File: src/rtl/product_accumulator.sv
// Product accumulator: sums a group of unsigned multiplier products into a
// wide accumulator and presents the group total, beat count and a sticky
// overflow flag through a valid/ready result port.
module product_accumulator #(
  parameter int unsigned SIZE  = 32,
  parameter int unsigned GUARD = 8,
  parameter int unsigned CNT_W = 16
) (
  input  logic                      clk,
  input  logic                      rst_n,
  input  logic                      clear,
  input  logic                      prod_valid,
  output logic                      prod_ready,
  input  logic [2*SIZE-1:0]         prod_data,
  input  logic                      prod_last,
  output logic                      acc_valid,
  input  logic                      acc_ready,
  output logic [2*SIZE+GUARD-1:0]   acc_data,
  output logic                      acc_overflow,
  output logic [CNT_W-1:0]          acc_count
);

  localparam int unsigned ACC_W = 2 * SIZE + GUARD;

  localparam logic [1:0] IDLE  = 2'd0;
  localparam logic [1:0] ACCUM = 2'd1;
  localparam logic [1:0] HOLD  = 2'd2;

  localparam logic [CNT_W-1:0] CNT_MAX = '1;

  logic [1:0]       state_q, state_d;
  logic [ACC_W-1:0] sum_q, sum_d;
  logic [CNT_W-1:0] cnt_q, cnt_d;
  logic             ovf_q, ovf_d;
  logic             valid_q;
  // Holds prod_ready low during reset and until the first edge after release.
  logic             en_q;

  logic             beat;
  logic             take;
  logic [ACC_W-1:0] prod_ext;
  logic [ACC_W:0]   sum_add;

  assign prod_ready = en_q && (state_q != HOLD);
  assign beat       = prod_valid && prod_ready;
  assign take       = valid_q && acc_ready;
  assign prod_ext   = ACC_W'(prod_data);
  assign sum_add    = {1'b0, sum_q} + {1'b0, prod_ext};

  // Next-state: clear wins over both handshakes; loads start a fresh group.
  always_comb begin
    state_d = state_q;
    sum_d   = sum_q;
    cnt_d   = cnt_q;
    ovf_d   = ovf_q;
    if (clear) begin
      state_d = IDLE;
      sum_d   = '0;
      cnt_d   = '0;
      ovf_d   = 1'b0;
    end else begin
      case (state_q)
        IDLE: begin
          if (beat) begin
            sum_d   = prod_ext;
            cnt_d   = CNT_W'(1);
            ovf_d   = 1'b0;
            state_d = prod_last ? HOLD : ACCUM;
          end
        end
        ACCUM: begin
          if (beat) begin
            sum_d   = sum_add[ACC_W-1:0];
            ovf_d   = ovf_q | sum_add[ACC_W];
            cnt_d   = (cnt_q == CNT_MAX) ? cnt_q : cnt_q + CNT_W'(1);
            state_d = prod_last ? HOLD : ACCUM;
          end
        end
        HOLD: begin
          if (take) begin
            state_d = IDLE;
          end
        end
        default: state_d = IDLE;
      endcase
    end
  end

  // State and result registers; acc_valid is registered alongside the state.
  always_ff @(posedge clk or negedge rst_n) begin
    if (!rst_n) begin
      state_q <= IDLE;
      sum_q   <= '0;
      cnt_q   <= '0;
      ovf_q   <= 1'b0;
      valid_q <= 1'b0;
      en_q    <= 1'b0;
    end else begin
      state_q <= state_d;
      sum_q   <= sum_d;
      cnt_q   <= cnt_d;
      ovf_q   <= ovf_d;
      valid_q <= (state_d == HOLD);
      en_q    <= 1'b1;
    end
  end

  assign acc_valid    = valid_q;
  assign acc_data     = sum_q;
  assign acc_overflow = ovf_q;
  assign acc_count    = cnt_q;

endmodule

File: config.mk
export PLATFORM = sky130hd
export DESIGN_NAME = product_accumulator
export DESIGN_NICKNAME = d
export VERILOG_FILES = /design/src/rtl/product_accumulator.sv
export SDC_FILE = /design/constraint.sdc
export NUM_CORES = 1
export LEC_CHECK = 0
export BUFFER_PORTS_ARGS = -buffer_cell sky130_fd_sc_hd__buf_4
export CORE_ASPECT_RATIO = 1.1
export CORE_MARGIN = 2
export CORE_UTILIZATION = 47
export DETAILED_ROUTE_END_ITERATION = 7
export PLACE_DENSITY = 0.67
export SYNTH_ARGS = -nofsm -noshare
export SYNTH_HDL_FRONTEND = slang
export SYNTH_SLANG_ARGS = --single-unit
File: constraint.sdc
create_clock -name clk -period 4 [get_ports clk]
set_input_delay 0.2 -clock clk [delete_from_list [all_inputs] [get_ports clk]]
set_output_delay 0.2 -clock clk [all_outputs]
set_load 0.01 [all_outputs]
* Yosys cells after proc, flatten, opt, wreduce, memory -nomap -nowiden
Index checks and enable logic that the tools add are counted.
** Storage, ports and cells
- Memories kept :: 0
- RAM bits :: 0
- Flip-flop bits (word level) :: 93
- Output and inout bits :: 91
- Memory bits (read-only) :: 0
- Latch bits :: 0
- Input bits :: 70
- Word-level logic and storage cells :: 43
** Operators by class
- Equality and inequality tests :: 8
- Muxes and demuxes :: 18
- Shifts and indexed selects :: 0
- Reductions and logical operators :: 8
- Multipliers :: 0
- Magnitude comparators :: 0
- Div/mod/pow operators :: 0
- $add $sub $neg :: 2
- Bitwise logic cells :: 1
** Operator list (number)
- $mux W72 :: 3
- $pmux W72 S2 :: 1
- $add A72 B64 Y73 :: 1
- $mux W16 :: 4
- $pmux W16 S2 :: 1
- $add A16 B1 Y16 const B :: 1
- $eq A16 B16 Y1 const B :: 1
- $ne A3 B3 Y1 const B :: 3
- $mux W2 :: 4
- $eq A2 B2 Y1 const B :: 2
- $pmux W2 S2 :: 1
- $reduce_and A4 Y1 :: 1
- $logic_and A1 B1 Y1 :: 3
- $mux W1 :: 3
- $reduce_and A3 Y1 :: 1
- $reduce_bool A3 Y1 :: 1
- $eq A2 B1 Y1 const B :: 1
- $logic_not A2 Y1 :: 1
- $ne A2 B2 Y1 const B :: 1
- $pmux W1 S2 :: 1
- $reduce_or A2 Y1 :: 1
- $or A1 B1 Y1 :: 1

* Depth between registers and ports, before layout
Gate-level depths: netlist of the first run.
- Depth after elaboration :: 7
- Mapped depth :: 14
- Depth with buffers taken out :: 14

* Worst setup path after synthesis of the first run
No wires, ideal clock.
- Path kind :: reg-to-reg
- From :: register sum_q[0], in the netlist acc_data[0]
- To :: register sum_q[64], in the netlist acc_data[64]
- Arrival :: 3049 ps
- Buffers on the path :: 0
- Required time :: 3922 ps
- Library setup time :: 78 ps
- Clock period less this slack :: 3127 ps
- Cell stages (with the launch flop) :: 15
- Setup slack :: 873 ps
- Path through :: dfrtp_1 > ha_1 > inv_1 > fa_1 > nand2b_1 > a21oi_1 > o21ai_0 > a21oi_2 > or3b_1 > a221oi_2 > o31a_1 > o31ai_4 > a31oi_1 > or4_1 > a21oi_1
** On the way
- Word-level cells in the longest chain between the ends :: 4
** RTL lines
- start, declared :: line 32 : logic [ACC_W-1:0] sum_q, sum_d;
- start signal, assigned :: line 100 : sum_q <= sum_d;
- $add A72 B64 Y73 :: line 48 : assign sum_add = {1'b0, sum_q} + {1'b0, prod_ext};
- $mux W72 :: line 72 : if (beat) begin
- $pmux W72 S2 :: line 62 : case (state_q)
- $mux W72 :: line 56 : if (clear) begin
No other way between the ends. The select of a mux whose other input is x is not followed.
A chain may end at the register's enable or synchronous reset.

* Final worst setup path of the first run
- From :: register sum_q[23], in the netlist acc_data[23]
- To :: register sum_q[68], in the netlist acc_data[68]
Same word-level chain as after synthesis.

==> results of run 1 <==
[logic make-up (layout without fill, tap and decap cells)]
kind of cell / after synthesis / in the layout / synth area share [%]
muxes: 4 / 4 / 0.494
adders and majority gates: 66 / 66 / 10.3
and+or+nand+nor: 308 / 308 / 17.8
AOI/OAI and AO/OA: 399 / 399 / 31.7
DFF: 93 / 93 / 28.7
buffers and inverters: 85 / 210 / 4.03
xor gates and xnor gates: 64 / 64 / 6.92
other: 1 / 1 / 0.0463
[worst max path at each step]
stage / startpoint / end / slack, ps / cells past startpoint
after CTS: acc_data[0]$_DFFE_PN0P_ / acc_data[66]$_DFFE_PN0P_ / 470 / 14
after detailed placement: acc_data[0]$_DFFE_PN0P_ / acc_data[66]$_DFFE_PN0P_ / 480 / 14
after global placement: acc_data[7]$_DFFE_PN0P_ / acc_data[56]$_DFFE_PN0P_ / 600 / 12
after floorplan: acc_data[0]$_DFFE_PN0P_ / acc_data[64]$_DFFE_PN0P_ / 870 / 14
after global routing: acc_data[0]$_DFFE_PN0P_ / acc_data[70]$_DFFE_PN0P_ / 130 / 14
final: acc_data[23]$_DFFE_PN0P_ / acc_data[68]$_DFFE_PN0P_ / 470 / 12
[layout by cell type, fill, tap and decap left out, types with 4 or more instances in the layout]
master	instances
o21ai_0	98
o21ai_1	23
a22o_1	26
a22oi_1	29
a31oi_1	11
and3_1	16
ha_1	65
mux2i_1	4
o21bai_1	16
nor2_1	68
nor3_1	18
a21oi_1	94
nor4_1	6
nand4_1	30
nand2b_1	5
nor2b_1	4
a21o_1	38
xor2_1	31
nand3_1	21
o31ai_1	9
o211ai_1	4
and2_1	8
inv_1	21
dfrtp_1	93
xnor2_1	33
buf_4	172
a211oi_1	8
a21boi_0	4
nand2_1	113
clkbuf_16	9
[state kept, by name (all words and copies together) (netlist names)]
| signal | cells |
|---|---|
| acc_data | 72 |
| acc_count | 16 |
| acc_valid | 1 |
| en_q | 1 |
| state_q | 2 |
| acc_overflow | 1 |
[where the power goes]
group	total [mW]	internal [mW]	leakage (nW)	switching [mW]
sequential	1.10	1.02	1.23	0.0782
clock	0.991	0.559	0.159	0.432
combinational	1.49	0.619	3.32	0.872
total	3.58	2.20	4.72	1.38
[per-layer routing]
metal	share of wire (%)	global-route usage [%]	up-vias	wire length (um)
met4	2.0	7.78	0	497
li1	-	-	4013	-
met2	47	43.2	300	11600
met5	0	0	-	0
met1	45	37.9	3902	11200
met3	6.3	4.03	41	1570
[area by class of cell]
type	count	area (um2)
Timing Repair Buffer	173	1300
Clock buffer	9	225
Multi-Input combinational cell	842	5470
Inverter	21	78.8
Sequential cell	93	2330
Fill cell	1572	7160
Clock inverter	7	105
Tap cell	234	293
[worst reg2reg max path: cells and delay by family (launching register included)]
family / cells / cell delay [ps]
fa+ha+maj: 1 / 390
flops: 1 / 410
compound gates: 9 / 2410
simple gates: 2 / 260
[per-stage QoR]
| step | cell area [um2] | hold slack, ps |
|---|---|---|
| global placement | 9460 | 361 |
| floorplan | 8100 | -95.6 |
| detailed placement | 9460 | 363 |
| global route | 9800 | 85.7 |
| CTS | 9800 | 59.8 |
| finish | 9800 | 67.8 |
[what timing repair did]
action / 4_1_cts / 5_1_grt
hold buffers: 1 / 0
setup buffers: 0 / 0
hold endpoints to repair: 56 / 0
==> metrics.txt, run 1 <==
RSZ-0062 raised after global routing=false; Longest Clk Path Bufs=2; ANT cells=0; # rows=50; asr flop ratio synth=100%; Reg2Reg Setup Slack=470 ps; Final HPWL DP=18,900 um; number of synthesized flops with an enable pin=0; clk slew on worst S/H paths=80 ps; crit path max fanout=7; leakage power=4.72 nW; Clock Latency Late Sink=360 ps; post-synthesis average cell area=7.94 um2; Synth Net Count=1,156; layout cells sized above 1=18.1%; slowest cell delay on critical path=500 ps; clk_skew=13.7 ps; Ys Warns=0; RePlAce Congestion=0.991; crit end category=flip-flop; pin count of the biggest net entering global routing=62; post-synth top area share=28.7%; Global Route Usage Sum=27.0%; Die Ht=142 um; clk root buf=clkbuf_16; Seq/Total Area, Yosys=28.7%; area grow syn2layout=20.9%; worst-case reg-to-reg path depth=12; status=complete, no violations; min-delay worst type=in2reg; R2R Path End=acc_data[68]$_DFFE_PN0P_; Synth area leader=dfrtp_1; relative slew slack=43.4%; pwr dens=366 nW/um2; final worst-path cycle share=88.3%; Period minus WS final=3530 ps; Hold Path End=acc_data[61]$_DFFE_PN0P_; crit path DAT=3830 ps; CP required=4290 ps; final worst slack=468 ps; initial antenna violation count=0; die extent in x=129 um; worst setup path class=reg2reg; top cells by area, synth=dfrtp_1, ha_1, o21ai_0; PortBufs=160; slew at the pin closest to its max-slew limit=849 ps; placed insts=1,362; worst vdd ir=227 uV; HP Start=prod_data[61]; Core ar.=17,000 um2; Resize count post-CTS=0; Routed Wire Length=24,900 um; Starting Density=47.8%; Detailed Route Iter0 Violations=703; critical path's slowest cell=a2111oi_2; most frequent cell after synthesis=nand2_1; die area=18,300 um2; DRC violations left=0; cells traversed along the worst timing path=ha_1 -> a211oi_1 -> o21bai_1 -> o21ai_0 -> nand4_1 -> a31oi_1 -> o31ai_2 -> a41oi_2 -> o21ai_2 -> a2111oi_2 -> nor4_1 -> a21oi_1; vias in the first global route=7,632; IO Pins=161; CTS Buf Count=9; GRT overflow=0; post-synthesis cell type count=65; number of H-tree levels=3; drt via density=5.99; Max Transition Viols Final=0; Worst Setup Start Kind=flip-flop; reg2reg start=acc_data[23]$_DFFE_PN0P_; total power=3.58 mW; endpoints failing setup=0; wire per inst=18.0 um; First-pass DRT Iterations=6; Worst Hold Depth=3; CTS tree=done; most frequent cells after synthesis=nand2_1, o21ai_0, a21oi_1; Max-Cap Viols=0; fin cells=1,379; Core Util, Final=57.8%; Worst Path Buf+Inv=0; Post-DRT Antenna Nets=0; Post-Place Worst Slack=484 ps; Post-Synthesis Cells=1,020; Final nets=1,276; synthesized cell area=8100 um2; Post-synth top flop=dfrtp_1; Crit path max-delay family=compound AO/OA/AOI/OAI gates; Fmax=0.283 GHz; CTS sink count=93; first-pass GRT wire length=39,700 um; Fin Setup TNS=0 ps; vias=8,256; final-report hold violation count=0; Yosys reg bits=93
Power figures use the tool's default switching activity.
==> inputs of run 2 (changes only) <==
--- a/config.mk
+++ b/config.mk
@@ -5,7 +5,7 @@
 export SDC_FILE = /design/constraint.sdc
 export NUM_CORES = 1
 export LEC_CHECK = 0
-export BUFFER_PORTS_ARGS = -buffer_cell sky130_fd_sc_hd__buf_4
+export BUFFER_PORTS_ARGS = -buffer_cell sky130_fd_sc_hd__buf_2
 export CORE_ASPECT_RATIO = 1.1
 export CORE_MARGIN = 2
 export CORE_UTILIZATION = 47
==> constraint.sdc (replaced) <==
create_clock -name clk -period 3.3 [get_ports clk]
set_input_delay 0.165 -clock clk [delete_from_list [all_inputs] [get_ports clk]]
set_output_delay 0.165 -clock clk [all_outputs]
set_load 0.01 [all_outputs]
==> metrics.txt, run 2 (synthesis results as in run 1) <==
endpoints failing setup=0; initial antenna violation count=0; cells traversed along the worst timing path=ha_1 -> nand2_1 -> a21o_1 -> a211o_1 -> a21oi_2 -> or3b_1 -> a221oi_2 -> o31a_1 -> o31ai_4 -> a31oi_2 -> or4_1 -> a21oi_2; reg2reg start=acc_data[12]$_DFFE_PN0P_; Critical Path Start=acc_data[12]$_DFFE_PN0P_; die extent in x=129 um; area grow syn2layout=22.2%; clk root buf=clkbuf_16; CTS sink count=93; number of H-tree levels=3; Routed Wire Length=24,400 um; worst vdd ir=311 uV; CTS Buf Count=9; # rows=50; Max Transition Viols Final=0; Crit path max-delay family=compound AO/OA/AOI/OAI gates; Core Util, Final=58.4%; Die Ht=142 um; HP Start=prod_data[61]; Fmax=0.313 GHz; IO Pins=161; final instance area=9900 um2; Reg2Reg Setup Slack=110 ps; worst hold slack=43.5 ps; commonest non-fill, non-tap cell in the layout=buf_2; Global Route Usage Sum=26.4%; final worst slack=106 ps; Fin Setup TNS=0 ps; met2 GRT Util=43.2%; min-delay worst type=in2reg; GRT overflow=0; layout cells sized above 1=23.3%; met3 usage=3.05%; Period minus WS final=3190 ps; RSZ-0062 raised after global routing=true; fin cells=1,426; crit path DAT=3480 ps; most frequent cells in the layout=buf_2, nand2_1, o21ai_0; wire per inst=17.1 um; final-report hold violation count=0; Post-Place Worst Slack=-56.1 ps; Largest register FFs=72; First-pass DRT Iterations=5; placed instance area=9410 um2; relative slew slack=63.5%; first-pass GRT wire length=39,200 um; most used routing layer in global routing=met2; placed insts=1,407; pwr dens=436 nW/um2; Max-Cap Viols=0; die area=18,300 um2; drt via density=5.90; met1 Resource Use GR=36.5%; Starting Density=47.8%; final worst-path cycle share=96.8%; Clock Latency Late Sink=360 ps; CP required=3590 ps; clk slew on worst S/H paths=80 ps; DRC violations left=0; pin count of the biggest net entering global routing=94; Detailed Route Iter0 Violations=610; worst setup path class=reg2reg; vias in the first global route=7,882; leakage power=4.87 nW; slowest cell delay on critical path=440 ps; slew at the pin closest to its max-slew limit=547 ps; status=complete, no violations; critical path's slowest cell=or4_1; CTS tree=done; Worst Setup Start Kind=flip-flop; Post-DRT Antenna Nets=0; PortBufs=160; total power=4.32 mW; RePlAce Congestion=0.932; Longest Clk Path Bufs=2; vias=8,417; ANT cells=0; most frequent CP cell=a21oi_2; crit path max fanout=6; crit end category=flip-flop; Final HPWL DP=18,200 um; clk_skew=11.4 ps; Worst Path Buf+Inv=0; Final nets=1,323; Core ar.=17,000 um2
## run 2: cell count changes in the layout (fill, tap and decap cells not counted), moves of 2 or more
cell      change
a211oi_1      -2
a211oi_2      +2
a21oi_1       -8
a21oi_2       +7
a31oi_1       -2
a31oi_2       +2
buf_2       +159
buf_4       -113
ha_1          -5
ha_2          +3
ha_4          +2
o21ai_0       -3
o21ai_1       +2
## run 2: layout make-up
type | instances | area (um2)
fillers | 1598 | 7050
multi-input cells | 842 | 5640
flip-flops and latches | 93 | 2330
repair buffers | 220 | 1270
well taps | 234 | 293
clock buffers | 10 | 229
inverters | 21 | 78.8
clock inverters | 6 | 68.8
## run 2: worst paths after layout
kind	to	cells past startpoint
max	acc_data[64]$_DFFE_PN0P_	12
max in group asynchronous	acc_data[10]$_DFFE_PN0P_	3
min	acc_data[61]$_DFFE_PN0P_	3
min in group asynchronous	acc_data[38]$_DFFE_PN0P_	3
min reg2reg	acc_count[5]$_DFFE_PN0P_	1
max reg2reg	acc_data[64]$_DFFE_PN0P_	12
## run 2: worst reg2reg max path, cell delays in order, from the launching register on
cell and delay [ps]:
dfrtp_1 400, ha_1 420, nand2_1 110, a21o_1 180
a211o_1 290, a21oi_2 130, or3b_1 140, a221oi_2 80
o31a_1 390, o31ai_4 270, a31oi_2 140, or4_1 440
a21oi_2 120
## run 2: where the power goes
| part | internal (mW) | switching (mW) | total, mW | leakage [nW] |
|---|---|---|---|---|
| Sequential | 1.24 | 0.0912 | 1.33 | 1.23 |
| Combinational | 0.794 | 1.10 | 1.89 | 3.49 |
| Clock | 0.595 | 0.501 | 1.10 | 0.143 |
| Total | 2.63 | 1.69 | 4.32 | 4.87 |
## run 2: routing by layer
layer  vias up  share of wire, %
met1      3995                46
met2       267                47
li1       4119                 -
met5         -                 0
met4         0               2.0
met3        36               5.3
## run 2: repair_timing
item,in CTS,in global routing
setup endpoints to repair,4,22
gates cloned,0,0
pin swaps,1,8
hold buffers,1,0
hold endpoints to repair,93,0
resized for setup,2,31
setup buffers,0,2
==> inputs of run 3 (changes only) <==
--- a/config.mk
+++ b/config.mk
@@ -6,11 +6,13 @@
 export NUM_CORES = 1
 export LEC_CHECK = 0
 export BUFFER_PORTS_ARGS = -buffer_cell sky130_fd_sc_hd__buf_2
+export CELL_PAD_IN_SITES_DETAIL_PLACEMENT = 1
+export CELL_PAD_IN_SITES_GLOBAL_PLACEMENT = 1
 export CORE_ASPECT_RATIO = 1.1
 export CORE_MARGIN = 2
-export CORE_UTILIZATION = 47
+export CORE_UTILIZATION = 42
 export DETAILED_ROUTE_END_ITERATION = 7
-export PLACE_DENSITY = 0.67
+export PLACE_DENSITY = 0.8
 export SYNTH_ARGS = -nofsm -noshare
 export SYNTH_HDL_FRONTEND = slang
 export SYNTH_SLANG_ARGS = --single-unit
==> metrics.txt, run 3 (synthesis results as in run 1) <==
endpoints failing setup=0; Global Route Usage Sum=27.8%; Core ar.=19,000 um2; Routed Wire Length=28,500 um; Multi-input gate area=5710 um2; Reg2Reg Setup Slack=130 ps; initial antenna violation count=0; crit path max fanout=5; leakage power=4.94 nW; final-report hold violation count=30; critical path's slowest cell=or4_1; placed instance area=9490 um2; PortBufs=160; final worst-path cycle share=96.0%; most frequent cells in the layout=buf_2, nand2_1, dfrtp_1; drt via density=6.03; Final nets=1,336; CTS sink count=93; pwr dens=441 nW/um2; total power=4.43 mW; die extent in x=136 um; cts hold-fix bufs=0; Final HPWL DP=21,300 um; wire per inst=19.6 um; CTS tree=done; GRT overflow=0; Detailed Route Iter0 Violations=405; Fmax=0.316 GHz; CTS Buf Count=9; pin count of the biggest net entering global routing=76; Starting Density=42.6%; min-delay worst type=in2async; Period minus WS final=3170 ps; worst hold slack=-55.1 ps; status=complete, but fails checks; # rows=53; Max Transition Viols Final=0; final instance area=10,100 um2; clk root buf=clkbuf_16; IO Pins=161; worst setup path class=reg2reg; slew at the pin closest to its max-slew limit=1050 ps; clk slew on worst S/H paths=80 ps; # fillers=2,403; Max-Cap Viols=0; R2R Path End=acc_data[64]$_DFFE_PN0P_; ANT cells=0; CP required=3600 ps; worst vdd ir=273 uV; Post-DRT Antenna Nets=0; reg2reg start=acc_data[15]$_DFFE_PN0P_; clk_skew=9.00 ps; final worst slack=131 ps; slowest cell delay on critical path=420 ps; RePlAce Congestion=0.894; crit path DAT=3470 ps; area grow syn2layout=24.2%; commonest non-fill, non-tap cell in the layout=buf_2; worst-case reg-to-reg path depth=13; Longest Clk Path Bufs=2; vias in the first global route=9,025; relative slew slack=30.3%; Post-Place Worst Slack=-90.5 ps; Die Ht=150 um; DRC violations left=0; Largest register FFs=72; die area=20,400 um2; First-pass DRT Iterations=4; Worst Setup Start Kind=flip-flop; failing checks=negative hold slack; number of H-tree levels=3; first-pass GRT wire length=45,500 um; layout cells sized above 1=25.6%; cells traversed along the worst timing path=ha_1 -> buf_4 -> nand2_1 -> a21o_1 -> a211o_1 -> a21oi_2 -> or3b_1 -> a221oi_4 -> o31a_1 -> o31ai_4 -> a31oi_2 -> or4_1 -> a21oi_1; Clock Latency Late Sink=370 ps; crit end category=flip-flop; Reg area=2330 um2; vias=8,753
==> run 3: what timing repair did <==
item | CTS | global route
resized for setup | 5 | 52
pin swaps | 1 | 17
endpoints found under the setup margin | 4 | 25
buffers inserted | 0 | 6
==> run 3: cell type report <==
| cell class | instances | share of cell area, % |
|---|---|---|
| Clock inverter | 7 | 0.634 |
| Sequential cell | 93 | 23.1 |
| Multi-Input combinational cell | 842 | 56.7 |
| Inverter | 21 | 0.783 |
| Timing Repair Buffer | 233 | 13.4 |
| Clock buffer | 9 | 2.24 |
| Tap cell | 247 | 3.07 |
==> run 3: through the flow <==
step | util, % | TNS [ps] | std cells
2_1_floorplan | - | 0 | 1020
3_3_place_gp | 49.9 | 0 | 1430
3_5_place_dp | 49.9 | -263 | 1430
4_1_cts | 51.5 | 0 | 1446
5_1_grt | 52.9 | -106 | 1452
6_report | 52.9 | 0 | 1452
==> run 3: how the worst max path moves through the flow <==
stage	from	end	slack, ps	cells after the start
final	acc_data[15]$_DFFE_PN0P_	acc_data[64]$_DFFE_PN0P_	130	13
after global routing	acc_data[6]$_DFFE_PN0P_	acc_data[65]$_DFFE_PN0P_	-70	13
after CTS	acc_data[15]$_DFFE_PN0P_	acc_data[70]$_DFFE_PN0P_	2	13
after detailed placement	acc_data[19]$_DFFE_PN0P_	acc_data[70]$_DFFE_PN0P_	-90	13
after global placement	acc_data[21]$_DFFE_PN0P_	acc_data[68]$_DFFE_PN0P_	60	13
after floorplan	acc_data[0]$_DFFE_PN0P_	acc_data[64]$_DFFE_PN0P_	170	14
==> run 3: routing by layer <==
| layer | vias up | GRT usage, % | wire, um |
|---|---|---|---|
| met3 | 45 | 3.39 | 1240 |
| met5 | - | 0 | 0 |
| met1 | 4353 | 35.4 | 12500 |
| met4 | 0 | 8.85 | 590 |
| li1 | 4140 | - | - |
| met2 | 215 | 48.7 | 14200 |
==> run 3: power by group <==
group / internal (mW) / switching, mW
clock: 0.532 / 0.561
combinational: 0.835 / 1.18
sequential: 1.24 / 0.0930
==> run 3: critical path: cells and delay by family (launching register included) <==
family | cells | cell delay [ps]
compound gates | 8 | 1500
fa+ha+maj | 1 | 340
buf+inv | 1 | 160
flops | 1 | 410
simple gates | 3 | 690
